### config.mk
export PLATFORM = sky130hd
export DESIGN_NAME = inst_rom_resp
export DESIGN_NICKNAME = d
export VERILOG_FILES = /design/src/rtl/inst_rom_resp_pkg.sv /design/src/rtl/inst_rom_resp_fetch_buf.sv /design/src/rtl/inst_rom_resp.sv
export SDC_FILE = /design/constraint.sdc
export NUM_CORES = 1
export LEC_CHECK = 0
export CORE_MARGIN = 2
export CORE_UTILIZATION = 48
export CTS_CLUSTER_SIZE = 25
export DETAILED_ROUTE_END_ITERATION = 10
export PLACE_DENSITY = 0.74
export SLEW_MARGIN = 40
export SYNTH_ARGS = -nofsm -noshare
export SYNTH_HDL_FRONTEND = slang
export SYNTH_SLANG_ARGS = --single-unit
### constraint.sdc
create_clock -name clk -period 2.1 [get_ports clk]
set_clock_uncertainty 0.1 [all_clocks]
set_input_delay 0.42 -clock clk [delete_from_list [all_inputs] [get_ports clk]]
set_output_delay 0.42 -clock clk [all_outputs]
set_load 0.01 [all_outputs]
### src/rtl/inst_rom_resp_pkg.sv
// Shared widths, constants and FSM encoding for the byte-serial instruction ROM responder.
// Also provides the byte-lane placement helper used for word assembly.
package inst_rom_resp_pkg;

  localparam int INST_ADDR_W = 32;
  localparam int INST_W      = 32;
  localparam int TAG_W       = INST_ADDR_W - 2;

  localparam logic              CHIP_ENABLE = 1'b1;
  localparam logic [INST_W-1:0] ZERO_WORD   = '0;

  typedef enum logic [0:0] {
    ST_IDLE  = 1'b0,
    ST_FETCH = 1'b1
  } fetch_state_e;

  // Drop byte `b` into the lane selected by byte index and endianness.
  function automatic logic [INST_W-1:0] place_byte(
    input logic [INST_W-1:0] word,
    input logic [1:0]        idx,
    input logic [7:0]        b,
    input logic              le
  );
    logic [INST_W-1:0] r;
    logic [1:0]        lane;
    r    = word;
    lane = le ? idx : (2'd3 - idx);
    r[{lane, 3'b000} +: 8] = b;
    return r;
  endfunction

endpackage

### src/rtl/inst_rom_resp_fetch_buf.sv
// One-entry instruction word buffer: tag/data/valid, hit compare and flush tracking.
// A flush seen while a fetch is in flight stays pending so that word is never marked valid.
module fetch_buf
  import inst_rom_resp_pkg::*;
(
  input  logic              clk,
  input  logic              rst,
  input  logic              flush,
  input  logic              busy,
  input  logic              fill_en,
  input  logic [TAG_W-1:0]  fill_tag,
  input  logic [INST_W-1:0] fill_data,
  input  logic [TAG_W-1:0]  lookup_tag,
  output logic              hit,
  output logic [INST_W-1:0] hit_data
);

  logic [TAG_W-1:0]  tag_reg;
  logic [INST_W-1:0] data_reg;
  logic              valid_reg;
  logic              flush_pend_reg;

  always_ff @(posedge clk or negedge rst) begin
    if (!rst) begin
      tag_reg        <= '0;
      data_reg       <= '0;
      valid_reg      <= 1'b0;
      flush_pend_reg <= 1'b0;
    end else if (fill_en) begin
      tag_reg        <= fill_tag;
      data_reg       <= fill_data;
      valid_reg      <= !(flush || flush_pend_reg);
      flush_pend_reg <= 1'b0;
    end else begin
      if (flush) begin
        valid_reg <= 1'b0;
      end
      if (flush && busy) begin
        flush_pend_reg <= 1'b1;
      end
    end
  end

  assign hit      = valid_reg && (tag_reg == lookup_tag);
  assign hit_data = data_reg;

endmodule

### src/rtl/inst_rom_resp.sv
// Instruction ROM responder: serves 32-bit words from a one-entry buffer and refills it
// from an 8-bit external memory, one byte request outstanding at a time.
module inst_rom_resp
  import inst_rom_resp_pkg::*;
#(
  parameter int ADDR_W    = 16,
  parameter int ENDIAN_LE = 1
) (
  input  logic                   clk,
  input  logic                   rst,
  input  logic                   rom_ce_i,
  input  logic [INST_ADDR_W-1:0] rom_addr_i,
  output logic [INST_W-1:0]      rom_data_o,
  output logic                   rom_stall_o,
  input  logic                   flush_i,
  output logic                   mem_re_o,
  output logic [ADDR_W-1:0]      mem_addr_o,
  input  logic [7:0]             mem_data_i,
  input  logic                   mem_valid_i
);

  fetch_state_e      state_reg;
  logic [1:0]        byte_idx_reg;
  logic [TAG_W-1:0]  line_tag_reg;
  logic [INST_W-1:0] asm_reg;

  logic              hit;
  logic [INST_W-1:0] hit_data;
  logic              serve;
  logic              miss;
  logic              fill_en;
  logic [INST_W-1:0] asm_next;
  logic [INST_ADDR_W-1:0] first_addr;
  logic [INST_ADDR_W-1:0] step_addr;
  logic              unused_bits;

  assign serve   = rst && (rom_ce_i == CHIP_ENABLE);
  assign miss    = serve && !hit;
  assign fill_en = (state_reg == ST_FETCH) && mem_valid_i && (byte_idx_reg == 2'd3);

  assign asm_next   = place_byte(asm_reg, byte_idx_reg, mem_data_i, ENDIAN_LE != 0);
  assign first_addr = {rom_addr_i[INST_ADDR_W-1:2], 2'b00};
  assign step_addr  = {line_tag_reg, byte_idx_reg + 2'd1};

  assign rom_stall_o = miss;
  assign rom_data_o  = (serve && hit) ? hit_data : ZERO_WORD;

  // Byte lane of the CPU address and any bits above ADDR_W are intentionally dropped.
  assign unused_bits = ^{rom_addr_i[1:0], first_addr, step_addr};

  fetch_buf u_fetch_buf (
    .clk        (clk),
    .rst        (rst),
    .flush      (flush_i),
    .busy       (state_reg == ST_FETCH),
    .fill_en    (fill_en),
    .fill_tag   (line_tag_reg),
    .fill_data  (asm_next),
    .lookup_tag (rom_addr_i[INST_ADDR_W-1:2]),
    .hit        (hit),
    .hit_data   (hit_data)
  );

  // The memory request is registered: it is set up on the edge that enters or advances
  // FETCH, so it stays stable across wait states.
  always_ff @(posedge clk or negedge rst) begin
    if (!rst) begin
      state_reg    <= ST_IDLE;
      byte_idx_reg <= 2'd0;
      line_tag_reg <= '0;
      asm_reg      <= '0;
      mem_re_o     <= 1'b0;
      mem_addr_o   <= '0;
    end else begin
      case (state_reg)
        ST_IDLE: begin
          if (miss) begin
            line_tag_reg <= rom_addr_i[INST_ADDR_W-1:2];
            byte_idx_reg <= 2'd0;
            asm_reg      <= '0;
            mem_re_o     <= 1'b1;
            mem_addr_o   <= first_addr[ADDR_W-1:0];
            state_reg    <= ST_FETCH;
          end
        end
        ST_FETCH: begin
          if (mem_valid_i) begin
            asm_reg <= asm_next;
            if (byte_idx_reg == 2'd3) begin
              byte_idx_reg <= 2'd0;
              mem_re_o     <= 1'b0;
              state_reg    <= ST_IDLE;
            end else begin
              byte_idx_reg <= byte_idx_reg + 2'd1;
              mem_addr_o   <= step_addr[ADDR_W-1:0];
            end
          end
        end
        default: begin
          state_reg <= ST_IDLE;
          mem_re_o  <= 1'b0;
        end
      endcase
    end
  end

endmodule

==> results of run 1 <==
==> logic make-up after synthesis <==
family | Yosys count | synth area share
adders and majority gates | 6 | 0.01067
DFF | 146 | 0.5193
and+or+nand+nor | 254 | 0.1666
buffers and inverters | 54 | 0.03503
AOI/OAI and AO/OA | 109 | 0.1160
xor gates and xnor gates | 30 | 0.03735
muxes | 59 | 0.1151
==> worst register-to-register path: stages (launching register included) <==
cell and delay [ns]:
dfrtp_1 0.41, xnor2_2 0.16, nand4_1 0.20, nor4_4 0.06
buf_4 0.15, buf_6 0.11, a211oi_4 0.33, buf_6 0.22
buf_16 0.15, mux2_4 0.31
==> layout make-up <==
type | count | area [um^2]
diodes | 1 | 2.502
clock buffers | 22 | 474.2
clock inverters | 9 | 130.1
fillers | 1032 | 4925
inverters | 7 | 31.28
multi-input cells | 458 | 3351
flip-flops and latches | 146 | 3655
well taps | 184 | 230.2
repair buffers | 153 | 1625
==> cells in the final DEF (no fill, tap or decap), drive strengths merged, types with 3 or more instances in the layout <==
cell,synthesis,routed
a21oi,3,3
nor4b,3,3
buf,15,94
xnor2,30,30
ha,6,6
nand2,131,131
mux2,58,58
clkdlybuf4s50,0,30
inv,3,3
dlygate4sd2,0,28
a22oi,32,32
nand4,7,7
and2,36,36
nor2,68,68
a221oi,32,32
nor4,3,3
clkbuf,32,23
bufinv,0,3
o22ai,34,34
clkinv,4,9
dfrtp,146,146
==> report_power, final <==
part | switching [uW] | internal [uW]
logic | 2170 | 2560
clock network | 1170 | 1950
registers | 990 | 4150
total | 4330 | 8670
==> path summary, 6_finish.rpt <==
| path | start | endpoint |
|---|---|---|
| setup / recovery | u_fetch_buf.tag_reg[15]$_DFFE_PN0P_ | rom_data_o[9] |
| hold / removal | rst | asm_reg[29]$_DFFE_PN0P_ |
| setup reg to reg | u_fetch_buf.tag_reg[29]$_DFFE_PN0P_ | line_tag_reg[24]$_DFFE_PN0P_ |
| hold reg to reg | u_fetch_buf.flush_pend_reg$_DFFE_PN0P_ | u_fetch_buf.valid_reg$_DFFE_PN0P_ |
| max in group asynchronous | rst | u_fetch_buf.flush_pend_reg$_DFFE_PN0P_ |
| min in group clk | rom_addr_i[28] | line_tag_reg[26]$_DFFE_PN0P_ |
==> through the flow <==
stage               setup TNS (ns)  power (uW)
floorplan                   -1.737        8075
global placement            -78.40        9303
detailed placement          -83.45        9597
CTS                         -29.14       12860
global route                -37.39       13770
finish                      -30.32       13000
==> metal layers <==
layer,track usage,part of all wire,up-vias
met3,0.05648,0.067,39
met5,0,0,-
li1,-,-,2549
met2,0.4079,0.50,234
met1,0.3032,0.40,2780
met4,0.1013,0.027,0
==> timing repair <==
action	4_1_cts	5_1_grt
setup endpoints to repair	99	107
gates resized for setup	211	24
endpoints found under the hold margin	0	0
pin swaps	33	5
cloned	6	1
setup buffers	12	2
==> impl_metrics.json, run 1 <==
{
  "status": "complete, but fails checks",
  "violations": "negative setup slack",
  "port_buffers": 92,
  "grt_pass1_wl_um": 30040,
  "clk-insertion-delay-late_ns": 0.43,
  "final_core_util": 0.6586,
  "viasPerCell": 5.716,
  "setup_slack_ns": -0.7615,
  "endpoint_kind": "primary output",
  "post-synth-top-area-cell": "dfrtp_1",
  "reg2reg_depth": 9,
  "cts_tree": "yes",
  "synth_edf_count": 0,
  "rsz0062_at_grt": "true",
  "synthCells": 658,
  "rows": 44,
  "yosys_warnings": 0,
  "ys_seq_area_frac": 0.5193,
  "tightest_slew_ns": 0.7073,
  "cts.sinks": 146,
  "synth_top_area_frac": 0.5193,
  "max_cap_violations": 0,
  "cts_buffers": 17,
  "routed_wl_um": 18610,
  "wl_per_cell_um": 18.99,
  "worstSetupStartpointType": "flop",
  "peakVddDrop_mv": 0.7645,
  "dp.cells": 933,
  "synthFlopType": "dfrtp_1",
  "grt_max_degree": 79,
  "cts-root-buf": "clkbuf_16",
  "yosysUniqueCellTypes": 37,
  "p_leak_uw": 0.004328,
  "ff2ff_setup_slack_ns": -0.21,
  "ant_nets": 0,
  "dp_hpwl_um": 11540,
  "drtIter0Drc": 615,
  "core_mm2": 0.01442,
  "postSynthAreaPerCell_um2": 10.69,
  "overflow": 0,
  "io_pins": 95,
  "path_common_cell": "buf_6",
  "fin_cells": 980,
  "finalSetupViolCount": 77,
  "firstDrtPassIters": 6,
  "cts.hold.buffers_added": 0,
  "dieArea_mm2": 0.01564,
  "via_count": 5602,
  "slew_headroom": 0.5285,
  "hp-class": "in2async",
  "synth_most_common_cell": "dfrtp_1",
  "clk_transition_reported_paths_ns": 0.06,
  "slowest_delay_ns": 0.40,
  "path_class": "reg2out",
  "slowest_stage": "dfrtp_1",
  "dpl_cell_area_mm2": 0.008541,
  "track_usage": 0.2428,
  "holdWs_ns": 0.09200,
  "hold_violations": 0,
  "post-route-period-util": 1.363,
  "design_area_mm2": 0.009499,
  "cp_num_cells": 9,
  "cpLargestDelayFamily": "simple AND/OR/NAND/NOR gates",
  "drc_errors": 0,
  "initial_utilization": 0.4878,
  "die_h_um": 125.1,
  "ys_top_cells_by_count": "dfrtp_1 (146), nand2_1 (131), nor2_1 (68), mux2_4 (39), and2_1 (36)",
  "drive_gt1_frac": 0.3006,
  "syn-num-nets": 709,
  "grt_pass1_vias": 5762,
  "place_congestion": 0.8829,
  "synth-seq-cells": 146,
  "clockBufferDepth": 2,
  "period_needed_ns": 2.861,
  "async_reset_ff_frac": 1.000,
  "crit_chain": "xnor2_1 > nand4_1 > nor4_4 > and3b_2 > buf_6 > buf_6 > buf_12 > and2_4 > buf_6",
  "crit_fanout": 6,
  "place_ws_ns": -1.195,
  "die_w_um": 125.1,
  "ys_top_cells_by_area": "dfrtp_1 (52%), mux2_4 (8.3%), nand2_1 (7.0%)",
  "clock.fmax_mhz": 349.5,
  "synthesis.area_mm2": 0.007035,
  "required_ns": 1.58,
  "critPathBufInv": 4,
  "powerDensity_mw_per_mm2": 1369,
  "layout-area-overhead-vs-synth_pct": 35.02,
  "slew_viol_final": 0,
  "fin_nets": 834,
  "worst_ep_arrival_time_ns": 2.34,
  "htreeDepth": 4,
  "antenna_found_initial": 1
}
Note: power is estimated with default switching activity, not from simulation.
==> inputs of run 2 (changes only) <==
- SLEW_MARGIN: 40 -> default
==> run 2 against run 1 <==
The run still ends with negative setup slack left. Global-route usage decreased by 0.71 points. Cell area increased by 0.32%. Via count increased by 0.86%. Non-clock buffer count increased by 6. Total power decreased by 1.2%. First-iteration DRC count decreased by 22%. Clock-buffer cell count unchanged.
==> impl_metrics.json, run 2 (synthesis results as in run 1) <==
{
  "status": "complete, but fails checks",
  "violations": "negative setup slack",
  "finalSetupViolCount": 78,
  "fin_nets": 840,
  "num_antenna_cells": 0,
  "worstSetupStartpointType": "input pin",
  "post-route-period-util": 1.373,
  "core_mm2": 0.01442,
  "design_area_mm2": 0.009529,
  "antenna_found_initial": 0,
  "layout-area-overhead-vs-synth_pct": 35.44,
  "tns_ns": -31.93,
  "final_core_util": 0.6607,
  "die_h_um": 125.1,
  "clock.fmax_mhz": 346.9,
  "cts-root-buf": "clkbuf_16",
  "cts_buffers": 17,
  "worst_ep_arrival_time_ns": 2.36,
  "layout_commonest_cell": "dfrtp_1",
  "clk-insertion-delay-late_ns": 0.43,
  "io_pins": 95,
  "crit_fanout": 6,
  "dp.cells": 933,
  "crit_chain": "clkdlybuf4s50_1 > xnor2_1 > nand4_1 > nor4_4 > and3b_2 > buf_6 > buf_6 > buf_16 > and2_1 > buf_2",
  "grt_pass1_vias": 5742,
  "slew_viol_final": 0,
  "dieArea_mm2": 0.01564,
  "die_w_um": 125.1,
  "initial_utilization": 0.4878,
  "powerDensity_mw_per_mm2": 1348,
  "rows": 44,
  "endpoint_kind": "primary output",
  "drc_errors": 0,
  "final_cell_mix": "dfrtp_1 (145), nand2_1 (131), nor2_1 (68), buf_6 (40), mux2_4 (39)",
  "viasPerCell": 5.736,
  "cts.hold.buffers_added": 0,
  "required_ns": 1.58,
  "grt_pass1_wl_um": 29210,
  "port_buffers": 92,
  "tightest_slew_ns": 0.9721,
  "via_count": 5650,
  "reg2reg_from": "u_fetch_buf.tag_reg[1]$_DFFE_PN0P_",
  "reg2reg_depth": 10,
  "period_needed_ns": 2.882,
  "ff2ff_setup_slack_ns": -0.25,
  "grt_max_degree": 79,
  "overflow": 0,
  "slowest_delay_ns": 0.49,
  "track_usage": 0.2357,
  "p_leak_uw": 0.004332,
  "slowest_stage": "clkdlybuf4s50_1",
  "cpLargestDelayFamily": "buffers and inverters",
  "power_uw": 12840,
  "cts_tree": "yes",
  "clk_transition_reported_paths_ns": 0.06,
  "drive_gt1_frac": 0.3084,
  "setup_slack_ns": -0.7824,
  "place_congestion": 0.8829,
  "cts.sinks": 146,
  "fillerInstances": 1050,
  "path_common_cell": "buf_6",
  "dpl_cell_area_mm2": 0.008537,
  "r2r_end": "line_tag_reg[6]$_DFFE_PN0P_",
  "fin_cells": 985,
  "dp_hpwl_um": 11590,
  "rsz0062_at_grt": "true",
  "max_cap_violations": 0,
  "drtIter0Drc": 482,
  "clockBufferDepth": 2,
  "ant_nets": 0,
  "hp-class": "in2async",
  "routed_wl_um": 18650,
  "slew_headroom": 0.3519,
  "critPathBufInv": 5,
  "hold_violations": 0,
  "firstDrtPassIters": 7,
  "peakVddDrop_mv": 0.7576,
  "wl_per_cell_um": 18.93,
  "path_class": "in2out",
  "htreeDepth": 4
}
-- run 2: final cells by class --
cell class / count / area (um^2) / share of cell area
clock inverters: 9 / 106.4 / 0.01116
repair buffers: 159 / 1693 / 0.1777
well taps: 184 / 230.2 / 0.02416
multi-input cells: 458 / 3339 / 0.3504
clock buffers: 22 / 474.2 / 0.04976
flip-flops and latches: 146 / 3655 / 0.3835
inverters: 7 / 31.28 / 0.003283
-- run 2: timing repair --
item | 4_1_cts | 5_1_grt
cloned | 7 | 1
setup buffers | 14 | 6
setup endpoints to repair | 88 | 108
resized for setup | 206 | 35
pin swaps | 32 | 13
-- run 2: how the worst max path moves through the flow --
stage,from,end,slack (ns),cells past startpoint
6_report,rom_addr_i[31],rom_data_o[16],-0.78,10
5_1_grt,u_fetch_buf.tag_reg[2]$_DFFE_PN0P_,rom_data_o[16],-0.85,9
4_1_cts,u_fetch_buf.tag_reg[2]$_DFFE_PN0P_,rom_data_o[9],-0.77,9
3_5_place_dp,rom_addr_i[8],rom_data_o[18],-1.20,8
3_3_place_gp,rom_addr_i[8],rom_data_o[4],-1.13,8
2_1_floorplan,u_fetch_buf.tag_reg[10]$_DFFE_PN0P_,rom_data_o[11],-0.07,6
-- run 2: worst register-to-register path, cell delays in order (launching register included) --
cell and delay (ns):
dfrtp_1 0.38, xnor2_1 0.19, nand4_1 0.17, nor4_4 0.33
buf_4 0.19, buf_6 0.10, a211oi_4 0.07, buf_6 0.13
buf_6 0.13, buf_16 0.14, mux2_4 0.31
-- run 2: layer usage --
| layer | share of wire | GRT usage | routed length (um) |
|---|---|---|---|
| met5 | 0 | 0 | 0 |
| met4 | 0.030 | 0.1176 | 566 |
| met1 | 0.39 | 0.2832 | 7334 |
| met2 | 0.51 | 0.3843 | 9422 |
| met3 | 0.071 | 0.07445 | 1322 |
-- run 2: metrics by stage --
stage	hold slack, ns	worst slack [ns]
finish	0.2030	-0.7824
global route	0.2947	-0.8496
CTS	0.2341	-0.7688
detailed placement	0.3598	-1.198
global placement	0.3404	-1.131
floorplan	0.02441	-0.06873
-- run 2: where the power goes --
part | internal, uW | leakage [uW] | switching (uW)
clock | 1830 | 0.000278 | 1160
sequential | 4150 | 0.00183 | 987
combinational | 2560 | 0.00222 | 2160
==> inputs of run 3 (changes only) <==
- CTS_CLUSTER_SIZE: 25 -> default
==> results of run 3 <==
Same layout as run 2: the final DEF is identical, and so are final timing and power.
